==> src/rtl/shift_reg_sequencer.sv <==
// Purpose: serializes parallel words through an external n-bit shift register,
//    issuing load/shift/hold commands over sr_sel/sr_din and returning
//    the register's end bit as a valid/ready serial stream.
// Latency: word accepted on edge E0, LOAD in cycle 1, first serial bit valid
//    in cycle 2; WIDTH+1 cycles per frame, WIDTH+2 per word back-to-back.
// Backpressure: s_ready only in IDLE (and never during reset); ser_ready low
//    holds the register (sr_sel=11), the current bit and the counter.
// Ports:
//    clk, rst_n              clock, async active-low reset
//    s_data/s_msb_first      word and bit order, s_valid/s_ready handshake
//    sr_sel/sr_din/sr_q      command, load data and readback of the register
//    ser_out/ser_valid/ser_ready  serial stream; frame_done pulses after last bit
// Option: define SHIFT_SEQ_PARITY_EN to append an even-parity bit per frame.

module shift_reg_sequencer #(
   parameter int WIDTH = 4
) (
   input  logic             clk,
   input  logic             rst_n,
   input  logic [WIDTH-1:0] s_data,
   input  logic             s_msb_first,
   input  logic             s_valid,
   output logic             s_ready,
   output logic [1:0]       sr_sel,
   output logic [WIDTH-1:0] sr_din,
   input  logic [WIDTH-1:0] sr_q,
   output logic             ser_out,
   output logic             ser_valid,
   input  logic             ser_ready,
   output logic             frame_done
);

   localparam int CW = $clog2(WIDTH);
   localparam logic [CW-1:0] LAST = CW'(WIDTH - 1);

   localparam logic [1:0] SEL_SHL  = 2'b00;
   localparam logic [1:0] SEL_SHR  = 2'b01;
   localparam logic [1:0] SEL_LOAD = 2'b10;
   localparam logic [1:0] SEL_HOLD = 2'b11;

`ifdef SHIFT_SEQ_PARITY_EN
   typedef enum logic [1:0] {IDLE, LOAD, SHIFT, PARITY} state_t;
`else
   typedef enum logic [1:0] {IDLE, LOAD, SHIFT} state_t;
`endif

   state_t           state, state_nxt;
   logic [CW-1:0]    cnt;
   logic [WIDTH-1:0] word;
   logic             msb_first;
   logic             bit_accept;
   logic             done_nxt;

   always_ff @(posedge clk or negedge rst_n) begin
      if (!rst_n) begin
         state      <= IDLE;
         cnt        <= '0;
         word       <= '0;
         msb_first  <= 1'b0;
         frame_done <= 1'b0;
      end else begin
         state      <= state_nxt;
         frame_done <= done_nxt;
         if (s_valid && s_ready) begin
            word      <= s_data;
            msb_first <= s_msb_first;
         end
         if (state == LOAD) begin
            cnt <= '0;
         end else if (bit_accept) begin
            // Wrap on the last bit so the counter never reaches WIDTH.
            cnt <= (cnt == LAST) ? '0 : cnt + 1'b1;
         end
      end
   end

   always_comb begin
      state_nxt  = state;
      s_ready    = 1'b0;
      sr_sel     = SEL_HOLD;
      sr_din     = '0;
      ser_valid  = 1'b0;
      ser_out    = 1'b0;
      bit_accept = 1'b0;
      done_nxt   = 1'b0;
      case (state)
         IDLE: begin
            // Gate with rst_n so the upstream sees not-ready while reset is held.
            s_ready = rst_n;
            if (s_valid && rst_n) state_nxt = LOAD;
         end
         LOAD: begin
            sr_sel    = SEL_LOAD;
            sr_din    = word;
            state_nxt = SHIFT;
         end
         SHIFT: begin
            ser_valid = 1'b1;
            ser_out   = msb_first ? sr_q[WIDTH-1] : sr_q[0];
            if (ser_ready) begin
               bit_accept = 1'b1;
               // The command after the last bit is harmless: the next frame reloads.
               sr_sel = msb_first ? SEL_SHL : SEL_SHR;
               if (cnt == LAST) begin
`ifdef SHIFT_SEQ_PARITY_EN
                  state_nxt = PARITY;
`else
                  state_nxt = IDLE;
                  done_nxt  = 1'b1;
`endif
               end
            end
         end
`ifdef SHIFT_SEQ_PARITY_EN
         PARITY: begin
            ser_valid = 1'b1;
            ser_out   = ^word;
            if (ser_ready) begin
               state_nxt = IDLE;
               done_nxt  = 1'b1;
            end
         end
`endif
         default: state_nxt = IDLE;
      endcase
   end

endmodule

==> config.mk <==
export PLATFORM = sky130hd
export DESIGN_NAME = shift_reg_sequencer
export DESIGN_NICKNAME = d
export VERILOG_FILES = /design/src/rtl/shift_reg_sequencer.sv
export SDC_FILE = /design/constraint.sdc
export NUM_CORES = 1
export LEC_CHECK = 0
export BUFFER_PORTS_ARGS = -buffer_cell sky130_fd_sc_hd__buf_2
export CORE_AREA = 2 2 39 41
export CTS_CLUSTER_SIZE = 25
export DETAILED_ROUTE_END_ITERATION = 8
export DIE_AREA = 0 0 41 43
export MAX_ROUTING_LAYER = met4
export PLACE_DENSITY = 0.71
export SLEW_MARGIN = 10
export SYNTH_ARGS = -nofsm -noshare
export SYNTH_HDL_FRONTEND = slang
export SYNTH_SLANG_ARGS = --single-unit
==> constraint.sdc <==
create_clock -name clk -period 4.2 [get_ports clk]
set_input_delay 0.84 -clock clk [delete_from_list [all_inputs] [get_ports clk]]
set_output_delay 0.84 -clock clk [all_outputs]
set_load 0.05 [all_outputs]
==> results of run 1 <==
-- per-stage QoR --
stage / total power [uW] / util / worst slack [ps] / area, um2 / hold slack, ps
finish: 604.8 / 0.5190 / 1736 / 718.2 / 428.6
global route: 651.5 / 0.5190 / 1605 / 718.2 / 443.9
CTS: 614.6 / 0.5190 / 1711 / 718.2 / 428.9
detailed placement: 524.6 / 0.4928 / 1792 / 681.9 / 476.2
global placement: 513.6 / 0.4928 / 1803 / 681.9 / 467.9
floorplan: 446.7 / - / 1355 / 561.8 / 456.4
-- worst max-delay path: stages (launching register included) --
cell and delay (ps):
sky130_fd_sc_hd__dfrtp_1 410, sky130_fd_sc_hd__inv_1 120, sky130_fd_sc_hd__ha_1 340, sky130_fd_sc_hd__nor2b_1 80
sky130_fd_sc_hd__a31oi_1 130, sky130_fd_sc_hd__buf_2 280
-- path summary, 6_finish.rpt --
check | to | slack [ps] | start | depth (start not counted)
min in group clk | word[1]$_DFFE_PN0P_ | 480 | word[1]$_DFFE_PN0P_ | 1
worst min register to register | word[1]$_DFFE_PN0P_ | 480 | word[1]$_DFFE_PN0P_ | 1
worst max-delay path | sr_sel[0] | 1740 | state[0]$_DFFE_PN0P_ | 5
worst min-delay path | word[0]$_DFFE_PN0P_ | 430 | rst_n | 1
max in group asynchronous | cnt[1]$_DFFE_PN0P_ | 3570 | rst_n | 1
worst max register to register | word[2]$_DFFE_PN0P_ | 2710 | state[0]$_DFFE_PN0P_ | 5
-- power by group through the flow --
stage / Combinational [uW] / Sequential, uW / Clock [uW]
floorplan: 287 / 160 / 0
global placement: 351 / 163 / 0
finish: 355 / 163 / 87.1
detailed placement: 359 / 166 / 0
CTS: 360 / 164 / 90.9
global route: 388 / 169 / 94.3
-- state kept, by name (all words and copies together) (netlist names) --
| register | count |
|---|---|
| cnt | 2 |
| word | 4 |
| state | 2 |
| frame_done | 1 |
| msb_first | 1 |
-- kinds of logic after synthesis --
| group | share of synthesized area |
|---|---|
| fa+ha+maj | 0.1336 |
| simple gates | 0.1804 |
| buf+inv | 0.01337 |
| flops | 0.4454 |
| compound gates | 0.05121 |
| mux | 0.1760 |
-- cells in the mapped netlist (all sizes together) --
library cell,count
nor2,2
mux2,7
a22oi,1
o21ai,1
nand3b,1
and3,1
nand2b,2
dfrtp,10
ha,6
nor2b,2
nand2,5
and2,5
a21oi,1
mux2i,2
inv,2
a31oi,1
-- metal layers --
| layer | wire length [um] | vias up | track usage | share of wire |
|---|---|---|---|---|
| li1 | - | 216 | - | - |
| met1 | 442 | 199 | 0.1833 | 0.44 |
| met2 | 497 | 14 | 0.2031 | 0.49 |
| met3 | 62 | 2 | 0.04712 | 0.061 |
| met4 | 7 | 0 | 0.1000 | 0.0069 |
| met5 | 0 | - | - | 0 |
-- layout make-up --
| cell class | count | area, um2 | share of cell area |
|---|---|---|---|
| well taps | 16 | 20.02 | 0.02787 |
| clock buffers | 4 | 36.28 | 0.05052 |
| repair buffers | 20 | 100.1 | 0.1394 |
| inverters | 2 | 7.507 | 0.01045 |
| flip-flops and latches | 10 | 250.2 | 0.3484 |
| multi-input cells | 37 | 304.0 | 0.4233 |
==> run summary, run 1 <==
The clock net in this run drives a total of 10 sinks. Via count of the first global-routing pass: 397. The count of vias placed by the detailed router was 431; the clock power share was 0.144. The count of nets left with antenna violations once routing finished came out at 0. After clock tree synthesis, the clock-pin slew on the worst setup and hold paths is 70 ps.

sky130_fd_sc_hd__dfrtp_1 takes more of the synthesized area than any other cell. The logs give 3360 ps for the worst endpoint required time and 1 for the number of DRC markers after the initial detailed-route iteration. Initial antenna violation count: 0.

After detailed routing, the number of remaining DRC violations is 0. For the hold violation total from the final report, the log shows 0. Net switching component of the power: 298.1 uW. Including well taps, the total number of placed cells is 85. The die is 41 um wide.

The internal power of the cells totals 306.7 uW. The arrival time of data at the critical path endpoint was 1620 ps. The maximum level of the CTS H-tree was 1. The worst hold path belongs to the class in -> async.

Entering global routing, the biggest net connects 13 pins. The flow ran to the end, and the final reports show no timing, DRC or antenna violations. The share of Yosys cell area claimed by the top area cell type was 0.4454. Routability-driven placement finished with a final weighted congestion of 0.7010. The tools report the core area as 0.001384 mm2.

Total negative setup slack: 0 ps. The mapped netlist covers 561.8 um2. The switching share of power works out to 0.4930. From synthesis to final layout, the design area changed by 27.84%. TritonCTS built the clock tree.

Across the VDD grid, the largest voltage drop is 0.3329 mV. The tools report the number of detailed-routing iterations run before antenna repair as 5. The wire length of the first global-routing pass came out at 1676 um. The die boundary height was 43 um; the power density of the placed cells was 842.1 mW/mm2. The total die area was 0.001763 mm2. Global routing finished with a remaining overflow of 0. The clock skew came out at 4.328 ps. The I/O pin total came out at 23. For the finished layout, the period the worst path requires is 2464 ps.

After detailed routing, the average wire length per cell comes to 11.34 um. The mean cell area of the mapped netlist was 11.47 um2. The tool flagged a number of max-cap violations equal to 0. The logs give 0 for the buffer count from post-CTS setup fixing and 0 for the antenna cell count. Excluding fillers, the count of instances in the completed layout stands at 89.

Register share of total power: 0.269. The critical path is of the reg -> out type. Total half-perimeter wirelength after legalization and detailed placement: 788.8 um.

The worst setup path is captured at a primary output. By area the synthesized netlist is led by sky130_fd_sc_hd__dfrtp_1, sky130_fd_sc_hd__mux2_1, sky130_fd_sc_hd__ha_1, sky130_fd_sc_hd__and2_1, sky130_fd_sc_hd__mux2i_1. The run gives 93 as the net count reported at finish. The number of clock buffers added by TritonCTS is 3.

Leaving out fill and tap cells, the most frequent cell in the layout is sky130_fd_sc_hd__buf_2. The analysis attributes to cell leakage a power of 0.0003811 uW. The post-cts sizing count came out at 0. The number of max-slew violations in the final report came out at 0. At the later pin of the worst-skew pair, clock insertion delay measures 260 ps. Fill cells in the final layout number 127. For the pin with the worst max-slew slack, the measured transition is 295.5 ps. The tree is rooted in a sky130_fd_sc_hd__clkbuf_4.

Setup repair after global routing left no endpoint under its margin. The remaining max-slew budget at the tightest pin is 0.8030, and the maximum operating frequency is 0.4058 GHz. The number of buffers on the longest clock path is 2. Setup violations remaining at the end of the flow were counted as 0.

The worst setup path is launched from a register. The ratio of final minimum period to clock period is 0.5867, and the number of warnings printed during yosys synthesis is 0. Port buffering added 20 buffers.

Global-route usage over all layers: 0.1498. The post-synthesis cell count came out at 49. The quantity of hold-fixing buffers added after cts came out at 0.

Yosys mapped the design onto 18 distinct sky130hd cell types. The share of power burned in combinational logic was 0.587. After synthesis the netlist holds a flip-flop and latch count of 10. Wires add up to 1009 um. The starting density of the core was 0.4060; the floorplan row count was 14. The sequential share of the synthesized area is 0.4454. The synthesized netlist net count was 68. The share of layout cells above drive strength 1 came out at 0.3836.

The via count normalized by instance count is 4.843. The top cell types in the final layout, fill and taps aside, are sky130_fd_sc_hd__buf_2, sky130_fd_sc_hd__dfrtp_1, sky130_fd_sc_hd__mux2_1, sky130_fd_sc_hd__ha_1. Along the worst path, the maximum fanout reaches 9.
Power figures use the tool's default switching activity.
==> run 2, diff against run 1 <==
CORE_AREA = not set   (was 2 2 39 41)
CORE_UTILIZATION = 40   (was not set)
DIE_AREA = not set   (was 0 0 41 43)
clock period = 2.2 ns   (was 4.2 ns; I/O delays follow)
==> run 2 against run 1 <==
Compared with the run above: first-iteration DRC count grew to 8.0 times the previous value; count of clock-buffer cells in the layout unchanged; clock skew is essentially flat; critical path type unchanged; highest routed layer unchanged.
==> run summary, run 2 (synthesized netlist as in run 1, its figures left out) <==
The slowest cell on the critical path was sky130_fd_sc_hd__dfrtp_1. The type of element launching the critical path is a register. In the layout the commonest cells are sky130_fd_sc_hd__buf_2, sky130_fd_sc_hd__dfrtp_1, sky130_fd_sc_hd__mux2_1, sky130_fd_sc_hd__ha_1. Detailed placement finished with a half-perimeter wire length of 834.4 um. The global-route usage over all layers was 0.1736; the number of DRC markers after the initial detailed-route iteration was 8.

The die is 39.48 um tall. TritonCTS built the clock tree. In this run the remaining antenna-violating nets after routing total 0. The clock passes through at most 2 buffers. Compared with the post-synthesis result, the final layout area differs by 29.18%. Counting flops per register, the top entry is word. Clock-pin slew was measured on the worst setup and hold paths at 70 ps. The share of layout cells above drive strength 1 was 0.4110. STA puts the critical path data required time at 1760 ps.

Clock tree synthesis found a total of 10 sinks. In this run the worst hold path is classified as in -> async. Setup repair after global routing left no endpoint under its margin.

For the clock buffer count from CTS, the log shows 3. The area occupied by registers is 250.2 um2, and the count of vias placed by the detailed router is 451. The design draws 1172 uW.

The tools report the post-cts sizing count as 0. The tools report the number of max-slew violations in the final report as 0. The initial antenna violation count was 0; the minimum period implied by the final worst setup slack was 2108 ps. Slew at the pin with the worst max-slew slack: 325.4 ps. The flow ran to the end, and the final reports show no timing, DRC or antenna violations. Remaining max-slew budget at the tightest pin: 0.7831. At the later pin of the worst-skew pair, clock insertion delay measures 270 ps. For this run the aggregate overflow at the end of global routing stands at 0. The buffer count from post-CTS setup fixing came out at 0. Max-cap violations in this run came to 0. The first TritonRoute pass finished after 4 iterations. The logs give 13 for the floorplan row count and 0.001301 mm2 for the core area. At the end of routability-driven placement, the weighted congestion stood at 0.6973. The total of fill cells in the finished design was 119; the number of flip-flops in the largest register was 4. The maximum level of the CTS H-tree is 1. In the final layout, the registers with the most flip-flops are word x4, cnt x2, state x2.

The tools report the category of the worst setup path capture point as a primary output. The leakage power total is 0.0003819 uW. The hold violation total from the final report was 0; the net count reported at finish was 93. The number of port buffers came out at 20.

In the routed design, unresolved DRC markers number 0. The run gives 398 as the via count of the first global-routing pass. The worst setup path is of the reg -> out kind.

Based on the critical path, the design can be clocked at up to 0.4744 GHz. The ratio of final minimum period to clock period works out to 0.9581. The routed length per placed instance works out to 12.22 um.

The most common cell after layout, fill and taps aside was sky130_fd_sc_hd__buf_2. The via count normalized by instance count was 5.125; the antenna cell count was 0. Arrival time of data at the critical path endpoint: 1670 ps. Setup violations remaining at the end of the flow were counted as 0.

The run gives 13 as the largest net degree at the start of global routing. The run gives 0.001558 mm2 as the total die area. Summing all multi-input logic gate instances after layout gives 312.8 um2. The power density of the placed cells came out at 1615 mW/mm2. Traced cell by cell, the critical path runs through inv_1, ha_1, nor2b_1, a31oi_2, buf_2. For this design, the CTS-stage hold fixing added 0 buffers.

For the starting density of the core, the log shows 0.4317. The wire length of the first global-routing pass came out at 1635 um. In this design, the stage delay of the slowest critical-path cell is 410 ps. The minimum hold slack is 29.92 ps. The overall die width came out at 39.48 um. The root cell of the clock tree is sky130_fd_sc_hd__clkbuf_4. The clock arrives with 4.217 ps of skew.

The final routed wirelength across all metal layers is 1075 um, and the maximum fanout along the worst path is 9. IR analysis of the VDD net gives a maximum drop of 0.6271 mV. During I/O placement, the number of pins put on the boundary was 23.
==> run 2: cell counts in the layout (fill, tap and decap cells not counted) <==
Identical to the previous run, type by type.
==> run 2: power breakdown <==
| part | total, uW | internal, uW | switching, uW |
|---|---|---|---|
| Combinational | 687 | 225 | 462 |
| Clock | 168 | 101 | 67.7 |
| Sequential | 317 | 265 | 52.0 |
| Total | 1170 | 590 | 582 |
==> run 2: metal layers <==
layer  GRT usage  wire length, um  up-vias
li1            -                -      214
met1      0.1884              455      218
met2      0.2787              553       15
met3     0.05114               46        4
met4      0.1034               19        0
met5           -                0        -
==> run 2: worst paths after layout <==
path / start / to / slack (ps) / depth (start not counted)
max: state[0]$_DFFE_PN0P_ / sr_sel[0] / 90 / 5
min: rst_n / word[0]$_DFFE_PN0P_ / 30 / 1
max reg2reg: state[0]$_DFFE_PN0P_ / state[0]$_DFFE_PN0P_ / 690 / 4
min reg2reg: word[3]$_DFFE_PN0P_ / word[3]$_DFFE_PN0P_ / 490 / 1
max in group asynchronous: rst_n / cnt[1]$_DFFE_PN0P_ / 1960 / 1
min in group clk: s_data[0] / word[0]$_DFFE_PN0P_ / 380 / 2
==> run 2: through the flow <==
| stage | setup TNS, ps | utilization | setup WS, ps | area, um2 | cells |
|---|---|---|---|---|---|
| after floorplan | -7.372 | - | -7.372 | 570.5 | 49 |
| after global placement | 0 | 0.5298 | 423.2 | 689.4 | 84 |
| after detailed placement | 0 | 0.5298 | 374.6 | 689.4 | 84 |
| after CTS | 0 | 0.5577 | 78.90 | 725.7 | 88 |
| after global routing | 0 | 0.5577 | 2.568 | 725.7 | 88 |
| final | 0 | 0.5577 | 92.19 | 725.7 | 88 |
==> run 2: critical path, delay by kind of cell (launching register included) <==
| family | cells | cell delay, ps |
|---|---|---|
| compound gates | 1 | 140 |
| flops | 1 | 410 |
| buf+inv | 2 | 400 |
| fa+ha+maj | 1 | 360 |
| simple gates | 1 | 100 |
==> run 2: layout make-up <==
type / instances / share of cell area
multi-input combinational: 37 / 0.4310
inverter: 2 / 0.01034
clock buffer: 4 / 0.05000
tap: 15 / 0.02586
sequential: 10 / 0.3448
timing repair buffer: 20 / 0.1379
